==> src/rtl/o_star_accum_stage_pkg.sv <==
// Shared definitions for the O* accumulation stage of the attention row
// pipeline: element format, vector type and the stage's state encoding.
package o_star_accum_stage_pkg;

   // Element format shared with expmul_stage: signed Q9.17.
   localparam int EXPMUL_VEC_I      = 9;
   localparam int EXPMUL_VEC_F      = 17;
   localparam int EXPMUL_VEC_W      = EXPMUL_VEC_I + EXPMUL_VEC_F;

   // Row geometry. The vector carries MAX_EMBEDDING_DIM value elements plus
   // one trailing element holding the running row sum l.
   localparam int MAX_EMBEDDING_DIM = 4;
   localparam int MAX_SEQ_LENGTH    = 4;

   typedef logic signed [EXPMUL_VEC_W-1:0] EXPMUL_VEC_QT;
   typedef EXPMUL_VEC_QT [MAX_EMBEDDING_DIM:0] STAR_VECTOR_T;

   // ACCUM: taking per-key pairs. DONE: finished row waiting for downstream.
   typedef enum logic [0:0] {
      ACCUM = 1'b0,
      DONE  = 1'b1
   } O_ACC_STATE_T;

endpackage

==> src/rtl/o_star_accum_stage_if.sv <==
// Pair-in / row-out bus of the O* accumulation stage. The slave view is the
// stage itself; the master view is whatever drives pairs in and takes rows out.
interface o_star_accum_stage_if
   import o_star_accum_stage_pkg::*;
#(
   parameter int EMB_DIM = MAX_EMBEDDING_DIM,
   parameter int W       = EXPMUL_VEC_W
) ();

   localparam int VW = (EMB_DIM + 1) * W;

   // Upstream side (from expmul_stage).
   logic          vld_in;
   logic          rdy_out;
   logic [VW-1:0] o_scaled_in;
   logic [VW-1:0] v_scaled_in;
   logic [VW-1:0] o_fb_out;

   // Downstream side (to the normalise/divide stage).
   logic          vld_out;
   logic          rdy_in;
   logic [VW-1:0] o_star_out;

   modport master (
      output vld_in, o_scaled_in, v_scaled_in, rdy_in,
      input  rdy_out, o_fb_out, vld_out, o_star_out
   );

   modport slave (
      input  vld_in, o_scaled_in, v_scaled_in, rdy_in,
      output rdy_out, o_fb_out, vld_out, o_star_out
   );

endinterface

==> src/rtl/o_star_accum_stage_q_sat_add.sv <==
// Signed two's-complement adder that clamps to the W-bit range instead of
// wrapping. One instance per vector lane.
module q_sat_add #(
   parameter int W = 26
) (
   input  logic signed [W-1:0] a_i,
   input  logic signed [W-1:0] b_i,
   output logic signed [W-1:0] sum_o
);

   localparam logic signed [W-1:0] SAT_MAX = {1'b0, {(W-1){1'b1}}};
   localparam logic signed [W-1:0] SAT_MIN = {1'b1, {(W-1){1'b0}}};

   // One guard bit makes the sum exact; overflow shows as the top two bits differing.
   logic signed [W:0] wide;
   assign wide = {a_i[W-1], a_i} + {b_i[W-1], b_i};

   // Clamp toward the sign of the exact sum when it leaves the W-bit range.
   always_comb begin
      if (wide[W] != wide[W-1]) begin
         sum_o = wide[W] ? SAT_MIN : SAT_MAX;
      end else begin
         sum_o = wide[W-1:0];
      end
   end

endmodule

==> src/rtl/o_star_accum_stage.sv <==
// O* accumulation stage: sums each (rescaled O*, scaled V) pair lane-wise with
// saturation, feeds the running row back upstream, and after SEQ_LEN keys holds
// the finished row until the normalise/divide stage takes it.
module o_star_accum_stage
   import o_star_accum_stage_pkg::*;
#(
   parameter  int EMB_DIM = MAX_EMBEDDING_DIM,
   parameter  int SEQ_LEN = MAX_SEQ_LENGTH,
   parameter  int VEC_I   = EXPMUL_VEC_I,
   parameter  int VEC_F   = EXPMUL_VEC_F,
   localparam int W       = VEC_I + VEC_F,
   localparam int CNT_W   = $clog2(SEQ_LEN + 1)
) (
   input  logic                  clock,
   input  logic                  reset,
   o_star_accum_stage_if.slave   bus,
   output logic [CNT_W-1:0]      key_count
);

   localparam int               LANES    = EMB_DIM + 1;
   localparam int               VW       = LANES * W;
   localparam logic [CNT_W-1:0] LAST_KEY = CNT_W'(SEQ_LEN - 1);

   O_ACC_STATE_T     state_q, state_d;
   logic [VW-1:0]    acc_q, acc_d;
   logic [CNT_W-1:0] cnt_q, cnt_d;
   logic             vld_q, vld_d;
   logic [VW-1:0]    sum;
   logic             rdy;
   logic             accept;

   // Per-lane saturating add of the incoming pair; lanes never interact.
   for (genvar i = 0; i < LANES; i++) begin : g_lane
      q_sat_add #(.W(W)) u_add (
         .a_i   (bus.o_scaled_in[i*W +: W]),
         .b_i   (bus.v_scaled_in[i*W +: W]),
         .sum_o (sum[i*W +: W])
      );
   end

   // Next-state and ready: rdy depends on the registered state only, so no
   // combinational path exists from vld_in or rdy_in to rdy_out.
   always_comb begin
      // NOTE: every signal gets a default first, so no path leaves one unassigned and no latch is inferred.
      state_d = state_q;
      acc_d   = acc_q;
      cnt_d   = cnt_q;
      vld_d   = vld_q;
      rdy     = (state_q == ACCUM);
      accept  = bus.vld_in && rdy;

      case (state_q)
         ACCUM: begin
            if (accept) begin
               // The first key of a row has no prior O*, so its rescaled input is ignored.
               acc_d = (cnt_q == '0) ? bus.v_scaled_in : sum;
               cnt_d = cnt_q + CNT_W'(1);
               if (cnt_q == LAST_KEY) begin
                  state_d = DONE;
                  vld_d   = 1'b1;
               end
            end
         end
         DONE: begin
            if (vld_q && bus.rdy_in) begin
               state_d = ACCUM;
               acc_d   = '0;
               cnt_d   = '0;
               vld_d   = 1'b0;
            end
         end
         default: begin
            state_d = ACCUM;
         end
      endcase
   end

   // State register; synchronous reset discards any partial row.
   always_ff @(posedge clock) begin
      if (reset) begin
         state_q <= ACCUM;
         acc_q   <= '0;
         cnt_q   <= '0;
         vld_q   <= 1'b0;
      end else begin
         // NOTE: non-blocking assignments so every register samples pre-edge values.
         state_q <= state_d;
         acc_q   <= acc_d;
         cnt_q   <= cnt_d;
         vld_q   <= vld_d;
      end
   end

   assign bus.rdy_out    = rdy;
   assign bus.vld_out    = vld_q;
   assign bus.o_fb_out   = acc_q;
   assign bus.o_star_out = acc_q;
   assign key_count      = cnt_q;

endmodule
==> src/flat_wrapper.sv <==
// flat-port wrapper written by rule: the top's interface ports become plain ports
module o_star_accum_stage_flat import o_star_accum_stage_pkg::*;
#(
   parameter  int EMB_DIM = MAX_EMBEDDING_DIM,
   parameter  int SEQ_LEN = MAX_SEQ_LENGTH,
   parameter  int VEC_I   = EXPMUL_VEC_I,
   parameter  int VEC_F   = EXPMUL_VEC_F,
   localparam int W       = VEC_I + VEC_F,
   localparam int CNT_W   = $clog2(SEQ_LEN + 1)
)
  (clock, reset, key_count, bus_vld_in, bus_o_scaled_in, bus_v_scaled_in, bus_rdy_in, bus_rdy_out, bus_o_fb_out, bus_vld_out, bus_o_star_out);
  o_star_accum_stage_if #(.EMB_DIM(EMB_DIM)) bus_i ();
  input  logic clock;
  input  logic reset;
  output logic [CNT_W-1:0] key_count;
  input wire logic [$bits(bus_i.vld_in)-1:0] bus_vld_in;
  input wire logic [$bits(bus_i.o_scaled_in)-1:0] bus_o_scaled_in;
  input wire logic [$bits(bus_i.v_scaled_in)-1:0] bus_v_scaled_in;
  input wire logic [$bits(bus_i.rdy_in)-1:0] bus_rdy_in;
  output wire logic [$bits(bus_i.rdy_out)-1:0] bus_rdy_out;
  output wire logic [$bits(bus_i.o_fb_out)-1:0] bus_o_fb_out;
  output wire logic [$bits(bus_i.vld_out)-1:0] bus_vld_out;
  output wire logic [$bits(bus_i.o_star_out)-1:0] bus_o_star_out;
  assign bus_i.vld_in = bus_vld_in;
  assign bus_i.o_scaled_in = bus_o_scaled_in;
  assign bus_i.v_scaled_in = bus_v_scaled_in;
  assign bus_i.rdy_in = bus_rdy_in;
  assign bus_rdy_out = bus_i.rdy_out;
  assign bus_o_fb_out = bus_i.o_fb_out;
  assign bus_vld_out = bus_i.vld_out;
  assign bus_o_star_out = bus_i.o_star_out;
  o_star_accum_stage #(.EMB_DIM(EMB_DIM), .SEQ_LEN(SEQ_LEN), .VEC_I(VEC_I), .VEC_F(VEC_F)) u_core (.clock(clock), .reset(reset), .bus(bus_i), .key_count(key_count));
endmodule
==> config.mk <==
export PLATFORM = sky130hd
export DESIGN_NAME = o_star_accum_stage_flat
export DESIGN_NICKNAME = d
export VERILOG_FILES = /design/src/rtl/o_star_accum_stage_pkg.sv /design/src/rtl/o_star_accum_stage_if.sv /design/src/rtl/o_star_accum_stage_q_sat_add.sv /design/src/rtl/o_star_accum_stage.sv /design/src/flat_wrapper.sv
export SDC_FILE = /design/constraint.sdc
export NUM_CORES = 1
export LEC_CHECK = 0
export ABC_AREA = 1
export CAP_MARGIN = 10
export CORE_AREA = 2 2 204 206
export DETAILED_ROUTE_END_ITERATION = 6
export DIE_AREA = 0 0 206 208
export PLACE_DENSITY = 0.77
export REMOVE_ABC_BUFFERS = 1
export SYNTH_ARGS = -nofsm -noshare
export SYNTH_HDL_FRONTEND = slang
export SYNTH_SLANG_ARGS = --single-unit
==> constraint.sdc <==
create_clock -name clock -period 3.45 [get_ports clock]
set_input_delay 0.8625 -clock clock [delete_from_list [all_inputs] [get_ports clock]]
set_output_delay 0.8625 -clock clock [all_outputs]
set_load 0.02 [all_outputs]
==> reports/results.tsv <==
metric	value	unit
vdd_ir_drop_max	0.406	mV
synth_top_family_by_area	simple AND/OR/NAND/NOR gates	
coreArea	0.0406	mm2
dieArea	0.0428	mm2
finish.utilization	0.674	
port_buffers	528	
hold_path.class	reg2reg	
fillCellCount	3380	
timing.final.ws_setup	10.8	ps
crit_end	u_core.bus.o_fb_out[58]$_SDFFE_PP0P_	
grt_setup_unrepaired	true	
dp_cells	4120	
worstMarginPinSlew	817	ps
tns	0	ps
ys_ff_latch	135	
dieWidth	206	um
ys_top_cells_by_area	nand2_1 19%, dfxtp_1 16%, ha_1 11%	
vias	21837	
synthTopCellsByCount	859 x nand2_1, 347 x inv_1, 272 x a21oi_1, 232 x o21ai_0, 181 x nor2_1	
cts_tree	yes	
p_leak	13.6	nW
wirelength	71500	um
synth-xor-area-share	0.0147	
outcome	complete, but fails checks	
cts_buffer_depth	2	
grt.total_usage	0.307	
syn_area	0.0166	mm2
pre_cts_slack	-769	ps
drive_above_1_share	0.232	
hold_viol	0	
rows	74	
synth_top_area_share	0.194	
antenna_left	0	
die_h	208	um
async_flop_share	0	
required	3810	ps
pin_count	529	
clock_latency	480	ps
r2r_cells	10	
avgViaCountPerCell	5.20	
ys_seq_area_frac	0.162	
antenna_found_initial	15	
min_from	u_core.bus.o_fb_out[112]$_SDFFE_PP0P_	
cts.sinks	135	
layout.cells.non_filler	4202	
avgSynthCellArea	5.85	um2
initial_core_util	0.410	
power.density	361	mW/mm2
period_share	0.997	
synth_compound_area_frac	0.193	
area_growth	64.4	%
gp_congestion	0.974	
drc	8	
r2r_end	u_core.bus.o_fb_out[15]$_SDFFE_PP0P_	
arrival	3800	ps
syn_inst	2841	
fin_nets	4056	
overflow	0	
slew-limit-headroom	0.455	
timing.fmax	291	MHz
max-cap-violations	0	
grt_first_pass_wirelength	105000	um
fin_area	0.0273	mm2
yosys.area_share.simple	0.350	
grt_pass1_vias	20161	
power.total	9.87	mW
synthAdderAreaFrac	0.112	
ys_warn_count	0	
muxShareOfSynthArea	0	
synth_area_leader_cell	nand2_1	
r2r_start	u_core.key_count[0]$_SDFFE_PP0P_	
synth_edf_count	0	
cts_inserted_buffers	17	
hold_slack	480	ps
setup_violations	0	
crit_path_max_fanout	6	
rrSetupSlack	1100	ps
root_buffer	clkbuf_16	
drv_slew	0	
h-tree-depth	4	
synth.most_common_cell	nand2_1	
crit_type	in2reg	
period_minus_slack	3440	ps
final.setup_skew	7.74	ps
cp-start-kind	input port	
end_kind	register	
violations	design-rule violations	
critPathLaunch	bus_o_scaled_in[68]	
clk_pin_slew	70	ps
grt_max_degree	112	
seq_area	0.00270	mm2
place_area	0.0246	mm2
drt_iter0_drc	1650	
ys.flop_type	dfxtp_1	
multi_input_area	0.0127	mm2
cts_hold_buf	0	
hpwlAfterDp	53300	um
ys_types	48	
wl_per_cell	17.0	um
dr.pass1.iters	7	
where the power goes:
group | internal [mW] | switching (mW) | total [mW]
logic | 2.78 | 3.14 | 5.92
registers | 1.73 | 0.177 | 1.91
clock network | 1.16 | 0.885 | 2.05
cells in the final DEF, fill, tap and decap left out, types with 5 or more instances in the layout:
| cell | count |
|---|---|
| nand3_2 | 13 |
| ha_1 | 61 |
| nand3_1 | 144 |
| dlymetal6s2s_1 | 108 |
| nor3_2 | 7 |
| buf_6 | 6 |
| buf_4 | 454 |
| diode_2 | 11 |
| nor3_1 | 21 |
| clkbuf_16 | 18 |
| o21a_1 | 5 |
| a21o_1 | 11 |
| clkinv_4 | 6 |
| inv_2 | 15 |
| nor2_1 | 161 |
| a21oi_4 | 8 |
| xnor2_1 | 16 |
| o21ai_2 | 12 |
| o21ai_0 | 213 |
| dlygate4sd2_1 | 24 |
| ha_4 | 76 |
| xor2_1 | 12 |
| buf_12 | 15 |
| o21bai_1 | 16 |
| nand4_1 | 50 |
| nand2_2 | 66 |
| o21ai_1 | 18 |
| a21oi_1 | 222 |
| nor2_2 | 21 |
| clkdlybuf4s50_1 | 393 |
| nand3b_1 | 17 |
| or2_2 | 22 |
| a21oi_2 | 67 |
| inv_1 | 334 |
| nand2_1 | 823 |
| dfxtp_1 | 135 |
how the worst min path moves through the flow:
stage	endpoint	slack [ps]	depth (start not counted)
3_3_place_gp	u_core.bus.o_fb_out[96]$_SDFFE_PP0P_	470	2
4_1_cts	u_core.bus.o_fb_out[79]$_SDFFE_PP0P_	480	2
3_5_place_dp	u_core.bus.o_fb_out[79]$_SDFFE_PP0P_	470	2
5_1_grt	u_core.bus.o_fb_out[108]$_SDFFE_PP0P_	500	2
6_report	u_core.bus.o_fb_out[112]$_SDFFE_PP0P_	480	2
2_1_floorplan	u_core.state_q$_SDFF_PP0_	460	2
worst max-delay path, cell delays in order:
cell	delay (ps)
clkdlybuf4s50_1	490
ha_4	330
nand2_1	90
nor2_2	150
inv_2	80
nor3_2	140
nand2_2	100
nand2_2	90
a21oi_2	60
o21bai_1	150
xor2_1	190
inv_1	100
ha_4	320
nand3_4	140
buf_4	190
nand2_1	70
nand2_1	50
nand2_1	100
a21oi_1	70
sequential cells by signal, summed over array words and instances (netlist names):
register / cells
u_core.state_q: 1
u_core.bus.vld_out: 1
u_core.key_count: 3
u_core.bus.o_fb_out: 130
layer usage:
metal / global-route usage / vias up / part of all wire
met5: 0 / - / 0.00057
met4: 0.129 / 6 / 0.040
met3: 0.0453 / 196 / 0.073
met2: 0.506 / 994 / 0.47
met1: 0.396 / 9920 / 0.42
li1: - / 10721 / -
cells by family after synthesis:
family,Yosys count
AO/OA/AOI/OAI,594
XOR/XNOR,28
adder cells (fa/ha/maj),146
buffers and inverters,572
flip-flops,135
AND/OR/NAND/NOR,1366
area by class of cell:
class	count	share of cell area
flip-flops and latches	135	0.0988
clock buffers	18	0.0161
well taps	532	0.0243
clock inverters	14	0.00645
inverters	354	0.0491
diodes	11	0.00101
repair buffers	1004	0.341
multi-input cells	2134	0.463
repair_timing:
item | in CTS | in global routing
endpoints found under the setup margin | 101 | 102
gates resized for setup | 114 | 298
buffers inserted | 17 | 20
gates cloned | 1 | 1
pin swaps | 42 | 109
hold endpoints to repair | 0 | 0
(Power assumes the default switching activity.)
